File: src/rtl/reg_file_wb_sink.sv
// Writeback sink of the RV32I pipeline: WB data mux, 32x32 register file,
// bypassed read ports and a RAW scoreboard that stalls decode.
module reg_file_wb_sink #(
  parameter int XLEN     = 32,
  parameter int WB_DELAY = 3
) (
  input  logic            clk,
  input  logic            reset,
  input  logic [4:0]      rd_addr_d,
  input  logic            wer_d,
  input  logic [4:0]      rs1_addr,
  input  logic [4:0]      rs2_addr,
  output logic            wer_issue,
  output logic            stall,
  input  logic            werf_contrl,
  input  logic [1:0]      wb_contrl,
  input  logic [XLEN-1:0] alu_result,
  input  logic [XLEN-1:0] mem_rdata,
  input  logic [XLEN-1:0] pc_plus4,
  input  logic [XLEN-1:0] imm,
  output logic [XLEN-1:0] wb_data,
  output logic [XLEN-1:0] rs1_data,
  output logic [XLEN-1:0] rs2_data
);

  logic [XLEN-1:0]     regs_q [32];
  logic [4:0]          rd_q [WB_DELAY];
  // Only the pre-WB entries need a valid bit: the WB entry is bypassed, never a hazard.
  logic [WB_DELAY-2:0] vld_q;
  logic [4:0]          rd_wb;
  logic                wb_wr;

  assign rd_wb = rd_q[WB_DELAY-1];
  assign wb_wr = werf_contrl && (rd_wb != 5'd0);

  always_comb begin
    case (wb_contrl)
      2'b00:   wb_data = alu_result;
      2'b01:   wb_data = mem_rdata;
      2'b10:   wb_data = pc_plus4;
      default: wb_data = imm;
    endcase
  end

  always_comb begin
    stall = 1'b0;
    for (int k = 0; k < WB_DELAY-1; k++) begin
      if (vld_q[k] && (((rs1_addr != 5'd0) && (rs1_addr == rd_q[k])) ||
                       ((rs2_addr != 5'd0) && (rs2_addr == rd_q[k]))))
        stall = 1'b1;
    end
  end

  assign wer_issue = wer_d && !stall;

  // Write-first bypass: a same-cycle WB write is visible on the read ports.
  assign rs1_data = (rs1_addr == 5'd0) ? '0 :
                    (werf_contrl && (rd_wb == rs1_addr)) ? wb_data : regs_q[rs1_addr];
  assign rs2_data = (rs2_addr == 5'd0) ? '0 :
                    (werf_contrl && (rd_wb == rs2_addr)) ? wb_data : regs_q[rs2_addr];

  always_ff @(posedge clk or negedge reset) begin
    if (!reset) begin
      vld_q <= '0;
      for (int k = 0; k < WB_DELAY; k++) rd_q[k] <= '0;
    end else begin
      vld_q[0] <= wer_issue;
      for (int k = 1; k < WB_DELAY-1; k++) vld_q[k] <= vld_q[k-1];
      rd_q[0] <= rd_addr_d;
      for (int k = 1; k < WB_DELAY; k++) rd_q[k] <= rd_q[k-1];
    end
  end

  always_ff @(posedge clk or negedge reset) begin
    if (!reset) begin
      for (int i = 0; i < 32; i++) regs_q[i] <= '0;
    end else if (wb_wr) begin
      regs_q[rd_wb] <= wb_data;
    end
  end

endmodule
File: config.mk
export PLATFORM = sky130hd
export DESIGN_NAME = reg_file_wb_sink
export DESIGN_NICKNAME = d
export VERILOG_FILES = /design/src/rtl/reg_file_wb_sink.sv
export SDC_FILE = /design/constraint.sdc
export NUM_CORES = 2
export LEC_CHECK = 0
export BUFFER_PORTS_ARGS = -buffer_cell sky130_fd_sc_hd__buf_2
export CAP_MARGIN = 40
export CORE_MARGIN = 5
export CORE_UTILIZATION = 47
export DETAILED_ROUTE_END_ITERATION = 6
export PLACE_DENSITY = 0.63
export SYNTH_ARGS = -nofsm -noshare
export SYNTH_HDL_FRONTEND = slang
export SYNTH_SLANG_ARGS = --single-unit
export TNS_END_PERCENT = 5
File: constraint.sdc
create_clock -name clk -period 2.95 [get_ports clk]
set_input_delay 0.59 -clock clk [delete_from_list [all_inputs] [get_ports clk]]
set_output_delay 0.59 -clock clk [all_outputs]
set_load 0.005 [all_outputs]
* Word level (Yosys, flattened, before mapping) *
Index checks and enable logic that the tools add are counted.

cells by class
  $lt $le $gt $ge = 4
  eq/ne operators = 8
  mux-type cells = 16
  bitwise operators = 3
  reduce and logical (&&, ||, !) cells = 20

operators with widths
  cell                                                                   number
  1024-bit bitwise mux                                                   1
  32-bit binary-select mux with 5-bit select                             2
  32-bit 2-to-1 mux                                                      9
  32-bit demux with 5-bit select                                         1
  32-bit case mux with 3 select lines                                    1
  5-bit == test                                                          6
  6-bit >= comparator (second input constant)                            3
  5-bit NOT with 6-bit output                                            3
  5-bit nonzero test                                                     3
  1-bit logical AND                                                      11
  5-bit zero test                                                        2
  6-bit by 1-bit < comparator with 1-bit output (second input constant)  1
  2-bit by 1-bit == test with 1-bit output (second input constant)       1
  2-bit == test (second input constant)                                  1
  2-bit zero test                                                        1
  1-bit logical OR                                                       2
  1-bit 2-to-1 mux                                                       2
  1-bit zero test                                                        1

storage, ports and cells
  flip-flop bits (word level) = 1041
  logic and storage cells = 87

* Depth between registers and ports, before layout *
  depth in word-level cells = 8
  mapped depth = 9
  gate-level depth less buffers = 6

* Worst setup path before layout *
No wires, ideal clock.

  kind = input -> output
  start = input rs1_addr[0]
  end = output rs1_data[12]
  arrival = 2.186 ns
  setup slack = 0.174 ns
  stages on the path = 7
  buffers on the path = 3
  path through = buf_2 -> buf_4 -> buf_2 -> mux4_2 -> mux2i_1 -> nand2_1 -> a32o_1

between the ends
  longest elaborated chain between the ends = 6

ends and longest elaborated chain
  item                                                   line  source
  start: declaration                                     11    input logic [4:0] rs1_addr,
  5-bit NOT with 6-bit output (not written as such)      58    (werf_contrl && (rd_wb == rs1_addr)) ? wb_data : regs_q[rs1_addr];
  32-bit binary-select mux with 5-bit select             58
  32-bit 2-to-1 mux (not written as such) (2 in series)  58
  32-bit 2-to-1 mux                                      58
  32-bit 2-to-1 mux (*)                                  57    assign rs1_data = (rs1_addr == 5'd0) ? '0 :
  end: declaration                                       22    output logic [XLEN-1:0] rs1_data,

Mark *: on every way between the ends. The rest lies on a longest branch, timed or not. The select of a mux whose other input is x is not followed.

* Worst setup path after layout *
  start = register rd_q, in the netlist rd_wb[3]
  end = output rs2_data[30]

between the ends
  longest elaborated chain between the ends = 4

ends and longest elaborated chain
  item                line  source
  start: declaration  27    logic [4:0] rd_q [WB_DELAY];
  5-bit == test       60    (werf_contrl && (rd_wb == rs2_addr)) ? wb_data : regs_q[rs2_addr];
  1-bit logical AND   60
  32-bit 2-to-1 mux   60
  32-bit 2-to-1 mux   59    assign rs2_data = (rs2_addr == 5'd0) ? '0 :
  end: declaration    23    output logic [XLEN-1:0] rs2_data

No other way between the ends.

==> metrics <==
Most Crowded Layer GR=met2; classification of the worst setup path=flop to output pin; global routing usage summed across all routing layers=31.9%; clk_lat worst skew=700 ps; number of standard-cell rows in the floorplan=124; highest clock frequency the design can meet=287 MHz; total congestion overflow after global routing=0; leading cell types in the layout, fill and taps excluded=sky130_fd_sc_hd__dfrtp_1 (1041), sky130_fd_sc_hd__nand2_1 (1039), sky130_fd_sc_hd__o21ai_0 (1014); Clk pwr share=33.9%; capture instance of the worst register-to-register path=regs_q[778]$_DFFE_PN0P_; Syn. warnings=0; element type at the critical path end=output pin; Pre-Repair DR Iteration Count=6; launching element type of the critical path=flop; clock tree buffer depth=3; CTS tree=done; # Max-Cap Violations=0; net count after synthesis=5160; count of vias placed by the detailed router=44.4k; post-layout worst setup margin=-539 ps; crit share post-route=118%; Switch Pwr=13000 uW; classification of the worst-slack hold path=input port to flop; Crit Path Max Fanout=4; power per standard cell area=668 nW/um^2; wire length of the first global-routing pass=293000 um; cells after synthesis=5011; wire length per cell after detailed routing=28.3 um; detailed-route vias per instance=6.39; Final setup violation count=65; die height=350 um; initial antenna violation count=4; met1 track demand over resource in global routing=44.4%; number of cells on the worst hold path=4; count of clock tree sinks=1041; port bufs=246; DP Area=60800 sq um; largest voltage drop on the vdd net=532 uV; number of global-route vias before repair=43.9k; Cell Int Power=30700 uW; overall die area=123000 sq um; number of buffers added by the clock tree synthesis step=112; total number of nets in the final design=5480; worst reg2reg path depth=6; count of pins on the block boundary=247; Hold Crit Start=wer_d; weighted congestion reported at the end of routability-driven placement=0.898; Detail Placement HPWL=131000 um; Slew Limit Fails=0; post-synthesis cell type count=61; library cell used as clock root buffer=sky130_fd_sc_hd__clkbuf_16; proportion of synthesized chip area in sequential cells=47.9%; fraction of power spent switching nets=29.8%; GR met2 Demand/Resource=48.6%; first-iteration detailed-routing DRC count=5312; # diodes=0; maximum number of pins on one net before global-route repair=95; fraction of layout cells with a size suffix above 1=29.2%; Design Area, Final=65400 sq um; combined area of all synthesized cells=54400 sq um; endpoint of the worst hold path=vld_q[0]$_DFF_PN0_; flop2flop setup slack=630 ps; sequential share of power=44.5%; post-layout instance count excluding filler cells=6938; worst clock skew=19.6 ps; setup TNS=-26380 ps; width of the die=350 um; clock slew at the register clock pins of the worst setup and hold paths=60 ps; final design utilization=57.0%; signed area change from the synthesized netlist to the final layout=20.1%; reg2reg start=rd_wb[0]$_DFF_PN0_; final hold slack=235 ps; result of the run=finished, violations left; minimum clock period=3490 ps; starting density of the core=47.4%; most common library cell in the layout ignoring fill and taps=sky130_fd_sc_hd__dfrtp_1; wire length reported by the detailed router=197000 um; Leak=0.0295 uW; worst-case headroom to the max-slew limit=57.1%; combinational cell fraction of total power=21.6%; prevailing post-synth register cell=sky130_fd_sc_hd__dfrtp_1; setup repair after global routing missed its margin=true; post-synthesis register bit count=1041; Clock H-tree levels=3; slew at the pin closest to its max-slew limit=643 ps; number of failing hold endpoints at the final stage=0; met3 track demand over resource=8.09%; core region area=115000 sq um; required arrival time at the worst endpoint=2360 ps; number of remaining DRC errors=0; fraction of synthesis flops using an asynchronous set or reset pin=100%; number of placed instances, taps included=6712; violations in the final reports=setup timing; signal arrival time at the worst endpoint=2900 ps; number of fill cells=9377; remaining number of nets flagged by the antenna check after routing=0; mean area per synthesized cell=10.9 sq um; number of flops mapped to enable cells by yosys=0
==> logic make-up after synthesis <==
| kind of cell | Yosys count | share of synthesized area, % |
|---|---|---|
| compound gates | 1397 | 14.4 |
| simple gates | 1288 | 9.45 |
| flops | 1041 | 47.9 |
| mux | 681 | 23.0 |
| buf+inv | 574 | 4.82 |
| xor+xnor | 30 | 0.483 |
==> metal layers <==
metal	wire, um	part of all wire (%)	up-vias
met5	20	0.010	-
li1	-	-	18860
met1	78400	40	22545
met4	9430	4.8	2
met3	20800	11	479
met2	87900	45	2470
==> state kept, by name (all words and copies together), names as in the netlist <==
name	count
vld_q	2
rd_q	10
regs_q	1024
rd_wb	5
==> area by class of cell <==
class	instances	area (sq um)	area share [%]
Multi-Input combinational cell	3396	26500	40.6
Sequential cell	1041	26100	39.9
Timing Repair Buffer	745	6900	10.6
Clock buffer	156	3230	4.94
Tap cell	1512	1890	2.89
Clock inverter	53	648	0.992
Inverter	35	131	0.201
==> how the worst max path moves through the flow <==
stage                             startpoint           end  slack, ps  depth (start not counted)
after global routing      rd_wb[3]$_DFF_PN0_  rs2_data[30]       -610                         11
final                     rd_wb[3]$_DFF_PN0_  rs2_data[30]       -540                         11
after global placement           rs2_addr[1]   rs2_data[2]       -510                          9
after CTS                 rd_wb[3]$_DFF_PN0_  rs2_data[30]       -530                         11
after detailed placement         rs2_addr[1]   rs2_data[2]       -500                          9
after floorplan                  rs1_addr[0]  rs1_data[12]        170                          7
==> metrics by stage <==
stage	worst slack (ps)	total power, uW
2_1_floorplan	174	25000
3_3_place_gp	-512	28300
3_5_place_dp	-495	28700
4_1_cts	-531	43700
5_1_grt	-610	45700
6_report	-539	43700
==> power by group through the flow <==
stage	Combinational, uW	Clock, uW	Sequential [uW]
final	9450	14800	19400
after global routing	10400	15600	19700
after CTS	9380	15000	19300
after detailed placement	9200	0	19500
after global placement	8930	0	19400
after floorplan	6240	0	18800
==> Yosys cell counts (all sizes together) (3+ instances only) <==
master	count	area, sq um
a211o	3	26.3
a2111oi	3	45.0
nor2b	3	21.3
nand3	7	40.0
a21oi	32	160
a32o	29	290
mux2i	171	1710
or2	4	25.0
nand2b	18	113
xor2	4	35.0
mux2	66	743
a211oi	14	105
o221ai	9	78.8
nor2	86	328
clkbuf	387	1450
a22oi	17	128
or3	21	131
and3	5	31.3
o311ai	3	33.8
mux4	444	10000
dfrtp	1041	26000
nand2	1074	4030
xnor2	26	228
a221o	6	60.1
buf	152	1040
o22ai	158	988
and2	5	31.3
inv	35	131
nor3	44	231
o21ai	1050	5260
a221oi	52	493
nor4	6	37.5
nor3b	8	60.1
o21bai	12	90.1
==> critical path: stages (launching register included) <==
cell and delay [ps]:
sky130_fd_sc_hd__dfrtp_1 420, sky130_fd_sc_hd__buf_6 150, sky130_fd_sc_hd__xnor2_2 150, sky130_fd_sc_hd__buf_4 160, sky130_fd_sc_hd__nand2_4 50, sky130_fd_sc_hd__o311ai_4 290, sky130_fd_sc_hd__buf_12 200, sky130_fd_sc_hd__buf_12 140
sky130_fd_sc_hd__buf_12 100, sky130_fd_sc_hd__nor3_2 30, sky130_fd_sc_hd__or3_4 350, sky130_fd_sc_hd__buf_6 130
==> timing repair <==
action / 4_1_cts / 5_1_grt
hold endpoints to repair: 44 / 0
hold buffers: 6 / 0
cloned: 0 / 0
resized for setup: 104 / 18
pin swaps: 25 / 13
setup buffers: 6 / 5
endpoints found under the setup margin: 67 / 66
(Power assumes the default switching activity.)
